===== config.mk =====
export PLATFORM = sky130hd
export DESIGN_NAME = alu_op_issue_flat
export DESIGN_NICKNAME = d
export VERILOG_FILES = /design/src/rtl/alu_op_issue_if.sv /design/src/rtl/alu_op_issue.sv /design/src/flat_wrapper.sv
export SDC_FILE = /design/constraint.sdc
export NUM_CORES = 1
export LEC_CHECK = 0
export CORE_ASPECT_RATIO = 0.75
export CORE_MARGIN = 1
export CORE_UTILIZATION = 45
export CTS_BUF_LIST = sky130_fd_sc_hd__clkbuf_8
export CTS_CLUSTER_DIAMETER = 80
export DETAILED_ROUTE_END_ITERATION = 10
export PLACE_DENSITY = 0.75
export SETUP_SLACK_MARGIN = 0.02
export SYNTH_ARGS = -nofsm -noshare
export SYNTH_HDL_FRONTEND = slang
export SYNTH_SLANG_ARGS = --single-unit

===== constraint.sdc =====
create_clock -name clk -period 5.6 [get_ports clk]
set_clock_uncertainty 0.05 [all_clocks]
set_input_delay 1.12 -clock clk [delete_from_list [all_inputs] [get_ports clk]]
set_output_delay 1.12 -clock clk [all_outputs]
set_load 0.01 [all_outputs]

===== src/rtl/alu_op_issue_if.sv =====
// Decode-to-execute handshake bundle for alu_op_issue: upstream op fields,
// downstream issued op, plus flush/trapped sideband.
interface alu_op_issue_if #(
  parameter int OPCODE_LENGTH = 4,
  parameter int TAG_WIDTH     = 32
);
  logic                     flush;
  logic                     in_valid;
  logic                     in_ready;
  logic [1:0]               ALUOp;
  logic [2:0]               funct3;
  logic                     funct7b5;
  logic [TAG_WIDTH-1:0]     in_tag;
  logic                     out_valid;
  logic                     out_ready;
  logic [OPCODE_LENGTH-1:0] Operation;
  logic                     illegal;
  logic [TAG_WIDTH-1:0]     out_tag;
  logic                     trapped;

  modport master (
    output flush, in_valid, ALUOp, funct3, funct7b5, in_tag, out_ready,
    input  in_ready, out_valid, Operation, illegal, out_tag, trapped
  );

  modport slave (
    input  flush, in_valid, ALUOp, funct3, funct7b5, in_tag, out_ready,
    output in_ready, out_valid, Operation, illegal, out_tag, trapped
  );
endinterface


===== src/rtl/alu_op_issue.sv =====
// ALU operation encoder feeding execute through a 2-entry skid buffer.
// Optional sticky trap on illegal issue: define ALU_OP_ISSUE_TRAP_EN.
module alu_op_issue #(
  parameter int OPCODE_LENGTH = 4,
  parameter int TAG_WIDTH     = 32
) (
  input logic         clk,
  input logic         reset_n,
  alu_op_issue_if.slave bus
);

  localparam logic [3:0] OP_AND  = 4'b0000;
  localparam logic [3:0] OP_OR   = 4'b0001;
  localparam logic [3:0] OP_ADD  = 4'b0010;
  localparam logic [3:0] OP_XOR  = 4'b0011;
  localparam logic [3:0] OP_SLL  = 4'b0100;
  localparam logic [3:0] OP_SRL  = 4'b0101;
  localparam logic [3:0] OP_SUB  = 4'b0110;
  localparam logic [3:0] OP_SRA  = 4'b0111;
  localparam logic [3:0] OP_BEQ  = 4'b1000;
  localparam logic [3:0] OP_BNE  = 4'b1001;
  localparam logic [3:0] OP_BGE  = 4'b1010;
  localparam logic [3:0] OP_BLT  = 4'b1011;
  localparam logic [3:0] OP_SLT  = 4'b1100;
  localparam logic [3:0] OP_ADDI = 4'b1101;
  localparam logic [3:0] OP_SLTI = 4'b1110;
  localparam logic [3:0] OP_ILL  = 4'b1111;

  function automatic logic [3:0] encode(input logic [1:0] alu_op,
                                        input logic [2:0] f3,
                                        input logic       f7b5);
    logic [3:0] op;
    op = OP_ILL;
    case (alu_op)
      2'b00: op = OP_ADD;
      2'b01: begin
        case (f3)
          3'b000:  op = OP_BEQ;
          3'b001:  op = OP_BNE;
          3'b100:  op = OP_BLT;
          3'b101:  op = OP_BGE;
          default: op = OP_ILL;
        endcase
      end
      2'b10: begin
        case (f3)
          3'b000:  op = f7b5 ? OP_SUB : OP_ADD;
          3'b001:  op = f7b5 ? OP_ILL : OP_SLL;
          3'b010:  op = f7b5 ? OP_ILL : OP_SLT;
          3'b100:  op = f7b5 ? OP_ILL : OP_XOR;
          3'b101:  op = f7b5 ? OP_SRA : OP_SRL;
          3'b110:  op = f7b5 ? OP_ILL : OP_OR;
          3'b111:  op = f7b5 ? OP_ILL : OP_AND;
          default: op = OP_ILL;
        endcase
      end
      default: begin
        // funct7b5 is an immediate bit for I-type, so only shifts look at it.
        case (f3)
          3'b000:  op = OP_ADDI;
          3'b001:  op = f7b5 ? OP_ILL : OP_SLL;
          3'b010:  op = OP_SLTI;
          3'b100:  op = OP_XOR;
          3'b101:  op = f7b5 ? OP_SRA : OP_SRL;
          3'b110:  op = OP_OR;
          3'b111:  op = OP_AND;
          default: op = OP_ILL;
        endcase
      end
    endcase
    return op;
  endfunction

  logic [3:0] dec_op;
  logic       dec_ill;

  assign dec_op  = encode(bus.ALUOp, bus.funct3, bus.funct7b5);
  assign dec_ill = (dec_op == OP_ILL);

  logic                     out_valid_q, skid_valid_q, in_ready_q;
  logic [OPCODE_LENGTH-1:0] op_q, skid_op_q;
  logic                     ill_q, skid_ill_q;
  logic [TAG_WIDTH-1:0]     tag_q, skid_tag_q;

  logic accept, issue, run_d;
  logic main_valid_d, skid_valid_d;
  logic load_main_in, load_main_skid, load_skid;

  assign accept = bus.in_valid & in_ready_q;
  assign issue  = out_valid_q & bus.out_ready;

  // NOTE: every signal assigned here gets a default first, so no path leaves
  // a value unassigned and no latch is inferred.
  always_comb begin
    main_valid_d   = out_valid_q;
    skid_valid_d   = skid_valid_q;
    load_main_in   = 1'b0;
    load_main_skid = 1'b0;
    load_skid      = 1'b0;
    if (skid_valid_q) begin
      // in_ready is low while skid is occupied, so only draining is possible.
      if (issue) begin
        load_main_skid = 1'b1;
        skid_valid_d   = 1'b0;
      end
    end else if (accept) begin
      if (!out_valid_q || bus.out_ready) begin
        load_main_in = 1'b1;
        main_valid_d = 1'b1;
      end else begin
        load_skid    = 1'b1;
        skid_valid_d = 1'b1;
      end
    end else if (issue) begin
      main_valid_d = 1'b0;
    end
    if (bus.flush) begin
      main_valid_d   = 1'b0;
      skid_valid_d   = 1'b0;
      load_main_in   = 1'b0;
      load_main_skid = 1'b0;
      load_skid      = 1'b0;
    end
  end

`ifdef ALU_OP_ISSUE_TRAP_EN
  localparam logic [0:0] ST_RUN  = 1'b0;
  localparam logic [0:0] ST_TRAP = 1'b1;

  logic [0:0] state_q, state_d;

  always_comb begin
    state_d = state_q;
    if (bus.flush)            state_d = ST_RUN;
    else if (issue && ill_q)  state_d = ST_TRAP;
  end

  always_ff @(posedge clk or negedge reset_n) begin
    if (!reset_n) state_q <= ST_RUN;
    else          state_q <= state_d;
  end

  assign run_d       = (state_d == ST_RUN);
  assign bus.trapped = (state_q == ST_TRAP);
`else
  assign run_d       = 1'b1;
  assign bus.trapped = 1'b0;
`endif

  // NOTE: state and outputs update with non-blocking assignments so every
  // register samples the pre-edge values of its neighbours.
  always_ff @(posedge clk or negedge reset_n) begin
    if (!reset_n) begin
      out_valid_q  <= 1'b0;
      skid_valid_q <= 1'b0;
      in_ready_q   <= 1'b1;
      op_q         <= '0;
      ill_q        <= 1'b0;
      tag_q        <= '0;
    end else begin
      out_valid_q  <= main_valid_d;
      skid_valid_q <= skid_valid_d;
      in_ready_q   <= !skid_valid_d && run_d;
      if (load_main_in) begin
        op_q  <= OPCODE_LENGTH'(dec_op);
        ill_q <= dec_ill;
        tag_q <= bus.in_tag;
      end else if (load_main_skid) begin
        op_q  <= skid_op_q;
        ill_q <= skid_ill_q;
        tag_q <= skid_tag_q;
      end
    end
  end

  // NOTE: skid payload has no reset; skid_valid_q qualifies it and it never
  // reaches an output unless valid.
  always_ff @(posedge clk) begin
    if (load_skid) begin
      skid_op_q  <= OPCODE_LENGTH'(dec_op);
      skid_ill_q <= dec_ill;
      skid_tag_q <= bus.in_tag;
    end
  end

  assign bus.out_valid = out_valid_q;
  assign bus.in_ready  = in_ready_q;
  assign bus.Operation = op_q;
  assign bus.illegal   = ill_q;
  assign bus.out_tag   = tag_q;

endmodule


===== src/flat_wrapper.sv =====
// flat-port wrapper written by rule: the top's interface ports become plain ports
module alu_op_issue_flat 
#(
  parameter int OPCODE_LENGTH = 4,
  parameter int TAG_WIDTH     = 32
)
  (clk, reset_n, bus_flush, bus_in_valid, bus_ALUOp, bus_funct3, bus_funct7b5, bus_in_tag, bus_out_ready, bus_in_ready, bus_out_valid, bus_Operation, bus_illegal, bus_out_tag, bus_trapped);
  alu_op_issue_if #(.OPCODE_LENGTH(OPCODE_LENGTH), .TAG_WIDTH(TAG_WIDTH)) bus_i ();
  input logic clk;
  input logic reset_n;
  input wire logic [$bits(bus_i.flush)-1:0] bus_flush;
  input wire logic [$bits(bus_i.in_valid)-1:0] bus_in_valid;
  input wire logic [$bits(bus_i.ALUOp)-1:0] bus_ALUOp;
  input wire logic [$bits(bus_i.funct3)-1:0] bus_funct3;
  input wire logic [$bits(bus_i.funct7b5)-1:0] bus_funct7b5;
  input wire logic [$bits(bus_i.in_tag)-1:0] bus_in_tag;
  input wire logic [$bits(bus_i.out_ready)-1:0] bus_out_ready;
  output wire logic [$bits(bus_i.in_ready)-1:0] bus_in_ready;
  output wire logic [$bits(bus_i.out_valid)-1:0] bus_out_valid;
  output wire logic [$bits(bus_i.Operation)-1:0] bus_Operation;
  output wire logic [$bits(bus_i.illegal)-1:0] bus_illegal;
  output wire logic [$bits(bus_i.out_tag)-1:0] bus_out_tag;
  output wire logic [$bits(bus_i.trapped)-1:0] bus_trapped;
  assign bus_i.flush = bus_flush;
  assign bus_i.in_valid = bus_in_valid;
  assign bus_i.ALUOp = bus_ALUOp;
  assign bus_i.funct3 = bus_funct3;
  assign bus_i.funct7b5 = bus_funct7b5;
  assign bus_i.in_tag = bus_in_tag;
  assign bus_i.out_ready = bus_out_ready;
  assign bus_in_ready = bus_i.in_ready;
  assign bus_out_valid = bus_i.out_valid;
  assign bus_Operation = bus_i.Operation;
  assign bus_illegal = bus_i.illegal;
  assign bus_out_tag = bus_i.out_tag;
  assign bus_trapped = bus_i.trapped;
  alu_op_issue #(.OPCODE_LENGTH(OPCODE_LENGTH), .TAG_WIDTH(TAG_WIDTH)) u_core (.clk(clk), .reset_n(reset_n), .bus(bus_i));
endmodule

==> results of run 1 <==
-- metrics by stage --
stage	power, W	hold slack [ns]	instances
5_1_grt	0.001653	0.4873	393
3_3_place_gp	0.001009	0.4465	377
2_1_floorplan	0.0008278	0.4690	224
4_1_cts	0.001604	0.4682	393
6_report	0.001585	0.4634	393
3_5_place_dp	0.001014	0.4442	377
-- cells in the final DEF, fill, tap and decap left out, drive strengths merged, types with 2 or more instances in the layout --
| master | netlist | routed |
|---|---|---|
| inv | 5 | 7 |
| and2 | 34 | 34 |
| o22a | 2 | 2 |
| edfxtp | 37 | 37 |
| dfrtp | 39 | 39 |
| clkdlybuf4s50 | 0 | 80 |
| bufinv | 0 | 5 |
| buf | 6 | 5 |
| nand2 | 4 | 4 |
| nor2 | 9 | 9 |
| a21o | 4 | 4 |
| o22ai | 2 | 2 |
| a21oi | 4 | 4 |
| mux2i | 5 | 5 |
| a31oi | 2 | 2 |
| a221o | 33 | 33 |
| nand2b | 7 | 7 |
| nor2b | 2 | 2 |
| clkbuf | 10 | 9 |
-- layer usage --
metal  global-route usage  share of wire  vias to the layer above
met5                    0              0                        -
met4              0.08292         0.0095                        0
met3              0.06015          0.057                        6
met2               0.2668           0.45                       78
met1               0.2596           0.48                     1054
li1                     -              -                     1007
-- path summary, 6_finish.rpt --
| check | from | to | slack (ns) |
|---|---|---|---|
| setup / recovery | bus_out_ready | u_core.bus.out_tag[1] | 2.69 |
| max in group asynchronous | reset_n | u_core.bus.out_tag[31] | 4.08 |
| min in group asynchronous | reset_n | u_core.bus.out_tag[9] | 0.85 |
| hold reg to reg | u_core.bus.out_tag[19] | u_core.bus.out_tag[19] | 0.46 |
| hold / removal | u_core.bus.out_tag[19] | u_core.bus.out_tag[19] | 0.46 |
| setup reg to reg | u_core.bus.in_ready | u_core.bus.out_tag[1] | 3.45 |
-- synth_stat cells, types with 2 or more instances --
master    number
dfrtp_1       39
edfxtp_1      37
and2_1        34
a221o_1       33
clkbuf_1      10
nor2_1         9
nand2b_1       7
buf_2          5
inv_1          5
mux2i_1        5
a21o_1         4
a21oi_1        4
nand2_1        4
a31oi_1        2
nor2b_1        2
o22a_1         2
o22ai_1        2
-- registers in the layout, indices dropped and copies added (netlist names) --
register	cells
u_core.bus.out_tag	32
u_core.skid_tag_q	32
u_core.bus.Operation	4
u_core.skid_op_q	4
u_core.bus.illegal	1
u_core.bus.in_ready	1
u_core.bus.out_valid	1
u_core.skid_ill_q	1
u_core.skid_valid_q	1
-- kinds of logic after synthesis --
kind of cell	after synthesis	share of synthesized area
other cells	1	0.001191
simple gates	64	0.1251
buf+inv	21	0.02821
mux	6	0.01947
compound gates	55	0.1550
flops	77	0.6710
-- cell type report --
cell class	instances	area, um2	area share
clock buffer	9	123.9	0.02870
tap	84	105.1	0.02435
timing repair buffer	85	835.8	0.1937
sequential	77	2113	0.4897
clock inverter	7	162.7	0.03769
multi-input combinational	126	955.9	0.2215
inverter	5	18.77	0.004349
-- power groups by stage --
stage | logic (W) | registers (W) | clock network (W)
2_1_floorplan | 0.0000957 | 0.000732 | 0
3_5_place_dp | 0.000304 | 0.000711 | 0
6_report | 0.000301 | 0.000700 | 0.000584
5_1_grt | 0.000322 | 0.000709 | 0.000622
3_3_place_gp | 0.000297 | 0.000712 | 0
4_1_cts | 0.000304 | 0.000701 | 0.000600
==> key figures, run 1 <==
Detailed routing
  • Wire per inst: approximately 17 um
  • DR pass1 iterations: 4
  • DRC: 0
  • Via-per-instance ratio: around 5.5
  • Total wire length: ~6600 um
  • Antenna-violating nets left: 0
  • DR vias: roughly 2100
  • Starting DRC count in detailed routing: 102

STA
  • F_max: between 0.3 and 0.4 GHz
  • Setup-failing EPs final: 0
  • Final hold violation count: 0
  • Relative slew slack: 0.4018
  • Unrepaired setup endpoints after global routing: false
  • Worst-margin pin slew: 0.8973 ns
  • Tcrit/Tclk final: 0.5201
  • Min setup slack post-route: ~2.7 ns
  • Count of pins over their slew limit: 0
  • Post-Route Setup TNS: 0 ns
  • Minimum clock period: 2.913 ns

Synth
  • Number of synthesis warnings: 0
  • Syn avg cell area: between 10 and 15 um2
  • Share of the synthesized area in the top cell type: 0.3528
  • Top_reg_cell synth: dfrtp_1
  • Post-synth EDFFs: 37
  • Post-synthesis instance total: about 220
  • Mapped cell area: ~3100 um2
  • Post-Syn Nets: 267
  • Unique cell type count in the Yosys netlist: 37
  • Top cells by area, synth: edfxtp_1 35%, dfrtp_1 31%, a221o_1 10%
  • Largest area contributor in the netlist: edfxtp_1
  • FF+latch count, synth: just under 80
  • Share of synthesized flip-flops with an asynchronous set or reset: 0.5195
  • Post-synthesis sequential area ratio: 0.6710

Global route
  • GR Overflow Total: 0
  • Number of global-route vias before repair: 2072
  • GRT Total Usage: 0.1855
  • Initial antenna violation count: 0
  • Pin count of the biggest net entering global routing: 44
  • First-pass GRT wire length: 10210 um

Worst setup path
  • R2r worst-path depth: 6
  • Cell count along the critical path: 7
  • Crit-path most repeated cell: buf_4
  • CP endpoint kind: flip-flop
  • CP peak stage delay: between 0.5 and 0.6 ns
  • Cell breakdown of the critical path: clkdlybuf4s50_1 > nand2b_1 > nor4b_4 > buf_4 > nor2_2 > buf_4 > a221o_1
  • CP Buf/Inv Count: 3
  • Critical Path RT: 5.77 ns
  • Crit path kind: in2reg
  • Critical path's slowest cell: clkdlybuf4s50_1
  • Setup crit start kind: input port
  • Worst EP arrival: between 3 and 4 ns
  • Crit-path max FO: 43
  • CP top delay family: buffers and inverters

Placement
  • Placed standard-cell area: 4029 um2
  • RePlAce Congestion: 0.7103
  • Hpwl dp: 4222 um
  • Pre-CTS WS: about 2.3 ns
  • Port bufs: between 80 and 90

CTS
  • Cts repair resizes: 0
  • CTS H-Tree Depth: 3
  • Clk slew on worst S/H paths: around 0.08 ns
  • TritonCTS clock tree: yes
  • Clk buf depth: 2
  • Clock buffer count from CTS: 9
  • Clock sink total: slightly below 80
  • Hold buffers post-CTS: 0
  • Clk root buf: clkbuf_8
  • Post-CTS Setup Bufs: 0
  • Clk Latency, worst-skew pair: about 0.34 ns

Layout
  • Util after Layout: 0.6347
  • Fin nets: 347
  • Share of cells above drive strength 1: 0.08738
  • Design area: roughly 4300 um2
  • Fill count: between 500 and 600
  • Ant. Diodes: 0
  • P&R area growth vs syn: 37.03%

Run status
  • Status: completed

Floorplan
  • Die ar.: around 7300 um2
  • I/O pin count: between 80 and 90
  • Core area: between 6000 and 7000 um2
  • Initial core utilization: 0.4632
  • Die Height: between 70 and 80 um
  • Die W: between 90 and 100 um
  • Rows: 26

Pwr
  • Leakage: 1.719 nW
  • Power Dens Cells: about 370 nW/um2
  • Combinational group share of total power: 0.190
  • Peak supply drop: between 150 and 200 uV
  • P_sw: approximately 0.00035 W
  • Clock power frac: 0.368
  • Sequential Power Share: 0.442
  • Sw frac: 0.2232
  • Pint: around 0.0012 W

Min path
  • Hold Path Class: reg2reg
  • Hold depth: 1

Flow run
  • Max Cap Viol: 0
(Power assumes the default switching activity.)
==> run 2, diff against run 1 <==
==> constraint.sdc (replaced) <==
create_clock -name clk -period 2.99 [get_ports clk]
set_clock_uncertainty 0.05 [all_clocks]
set_input_delay 0.598 -clock clk [delete_from_list [all_inputs] [get_ports clk]]
set_output_delay 0.598 -clock clk [all_outputs]
set_load 0.01 [all_outputs]
==> run 2 against run 1 <==
Die area did not move. Sequential share of layout area rose by 0.44 points. Worst setup slack got worse by 1.9 ns. Global-route usage rose by 0.52 points. Routed wire length rose by 1.7%. Sequential cell count did not move. First-iteration DRC count rose by 25%. Non-clock buffer count rose by 2. Combinational power rose by 89%. Design area fell by 0.90%. Highest routed layer unchanged.
==> key figures, run 2 (synthesis results as in run 1) <==
Worst setup path
  • Worst R2R End: u_core.bus.Operation[0]
  • R2r worst-path depth: 5 (-1)
  • Worst EP arrival: 2.37 ns (-0.72 ns)
  • R2r setup slk: 1.13 ns (-2.32 ns)
  • RR Startpoint: u_core.bus.in_ready
  • Critical Path RT: 3.16 ns (-2.61 ns)
  • CP endpoint kind: flip-flop
  • Crit-path max FO: 22 (-49%)
  • Setup crit start kind: input port
  • Crit path kind: in2reg

Run status
  • Status: completed

Global route
  • Initial antenna violation count: 0 (unchanged)
  • First-pass GRT wire length: 10340 um (+1.3%)
  • GR Overflow Total: 0 (unchanged)
  • Pin count of the biggest net entering global routing: 43 (-2.3%)
  • Number of global-route vias before repair: 1960 (-5.4%)
  • GRT Total Usage: 0.1907 (+0.005233)

Floorplan
  • Rows: 26 (unchanged)
  • Initial core utilization: 0.4632 (unchanged)
  • Die ar.: 7340 um2 (unchanged)
  • Die W: 98.60 um (unchanged)
  • I/O pin count: 83 (unchanged)
  • Die Height: 74.45 um (unchanged)
  • Core area: 6799 um2 (unchanged)

Detailed routing
  • Total wire length: 6667 um (+1.7%)
  • DR pass1 iterations: 4 (unchanged)
  • Via-per-instance ratio: 5.478 (+0.37%)
  • DR vias: 2164 (+0.89%)
  • DRC: 0 (unchanged)
  • Wire per inst: 16.88 um (+1.2%)
  • Starting DRC count in detailed routing: 127 (+25%)
  • Antenna-violating nets left: 0 (unchanged)

Layout
  • Fin nets: 349 (+0.58%)
  • Most common cell after layout, fill and taps aside: clkdlybuf4s50_1
  • P&R area growth vs syn: 35.80%
  • Fill count: 536 (+4.3%)
  • Count of non-filler cells in the finished layout: 395 (+0.51%)
  • Commonest cells after routing, fill and taps aside: 80 x clkdlybuf4s50_1, 39 x dfrtp_1, 37 x edfxtp_1
  • Design area: 4277 um2 (-0.90%)
  • Util after Layout: 0.6290 (-0.005704)
  • Ant. Diodes: 0 (unchanged)
  • Share of cells above drive strength 1: 0.09325 (+0.005869)

Placement
  • Hpwl dp: 4354 um (+3.1%)
  • RePlAce Congestion: 0.8429 (+19%)
  • Port bufs: 81 (unchanged)
  • Cells after DPL: 379 (+0.53%)
  • Placed standard-cell area: 4053 um2 (+0.59%)

Min path
  • Hold Path Class: in2async

CTS
  • TritonCTS clock tree: yes
  • Cts repair resizes: 0 (unchanged)
  • Clk slew on worst S/H paths: 0.08 ns (about the same)
  • Clk Latency, worst-skew pair: 0.34 ns (about the same)
  • CTS H-Tree Depth: 3 (unchanged)
  • Clock buffer count from CTS: 9 (unchanged)
  • Post-CTS Setup Bufs: 0 (unchanged)
  • Clk buf depth: 2 (unchanged)
  • Clk root buf: clkbuf_8
  • Hold buffers post-CTS: 0 (unchanged)
  • Clock sink total: 77 (unchanged)

Pwr
  • Pint: 0.002077 W (+69%)
  • Sw frac: 0.2436 (+0.02043)
  • Leakage: 1.703 nW (-0.91%)
  • Combinational group share of total power: 0.207 (+0.017)
  • Power Dens Cells: 642.2 nW/um2 (+75%)
  • Overall Power: 0.002746 W (+73%)
  • Sequential Power Share: 0.478 (+0.036)
  • Clock power frac: 0.315 (-0.053)
  • Peak supply drop: 322.6 uV (+110%)
  • P_sw: 0.0006691 W (+89%)

STA
  • Minimum clock period: about 2.2 ns
  • Count of pins over their slew limit: 0 (unchanged)
  • Unrepaired setup endpoints after global routing: false
  • Worst-margin pin slew: 0.9109 ns (+0.01367 ns)
  • Final hold violation count: 0 (unchanged)
  • Tcrit/Tclk final: 0.7343
  • Setup-failing EPs final: 0 (unchanged)
  • Relative slew slack: 0.3927 (-0.009116)
  • F_max: between 0.4 and 0.5 GHz
  • Post-Route Setup TNS: 0 ns (unchanged)

Flow run
  • Max Cap Viol: 0 (unchanged)
==> run 2: cell types whose count changed in the layout (fill, tap and decap cells not counted) <==
cell / delta
nor4_4: +1
clkbuf_8: +1
clkinv_4: +1
clkinv_2: +1
bufinv_16: -3
nor4_2: -1
buf_4: +2
==> run 2: metal layers <==
layer	global-route usage	wire (um)	up-vias
met5	0	0	-
met4	0.04478	34	0
met3	0.07049	453	5
met2	0.2660	2913	86
met1	0.2833	3267	1053
li1	-	-	1020
==> run 2: area by class of cell <==
| cell class | instances | area, um2 | share of cell area |
|---|---|---|---|
| inverter | 5 | 18.77 | 0.004389 |
| timing repair buffer | 87 | 850.8 | 0.1989 |
| sequential | 77 | 2113 | 0.4941 |
| tap | 84 | 105.1 | 0.02458 |
| clock inverter | 6 | 86.33 | 0.02019 |
| multi-input combinational | 126 | 964.7 | 0.2256 |
| clock buffer | 10 | 137.6 | 0.03218 |
==> run 2: power groups by stage <==
stage / registers (W) / logic, W / clock network (W)
CTS: 0.00131 / 0.000576 / 0.000882
global placement: 0.00133 / 0.000558 / 0
finish: 0.00131 / 0.000569 / 0.000865
global route: 0.00133 / 0.000614 / 0.000938
floorplan: 0.00137 / 0.000180 / 0
detailed placement: 0.00133 / 0.000574 / 0
==> run 2: worst max-delay path by stage <==
stage | to | from | slack [ns] | depth (start not counted)
6_report | u_core.bus.Operation[0] | bus_flush | 0.79 | 5
5_1_grt | u_core.bus.Operation[0] | bus_flush | 0.73 | 5
4_1_cts | u_core.bus.Operation[0] | bus_flush | 0.80 | 5
3_5_place_dp | u_core.bus.Operation[0] | bus_flush | 0.46 | 5
3_3_place_gp | u_core.bus.Operation[0] | bus_flush | 0.52 | 5
2_1_floorplan | u_core.skid_ill_q | bus_in_valid | 0.51 | 2
==> run 2: critical path, cell delays in order <==
cell	delay [ns]
clkdlybuf4s50_1	0.55
and4b_1	0.39
buf_4	0.27
mux2_2	0.36
o22a_1	0.19
==> run 2: per-stage QoR <==
step,hold slack (ns),setup WS (ns)
6_report,0.3370,0.7944
5_1_grt,0.3901,0.7270
4_1_cts,0.3636,0.8049
3_5_place_dp,0.4502,0.4601
3_3_place_gp,0.4483,0.5246
2_1_floorplan,0.2524,0.5110
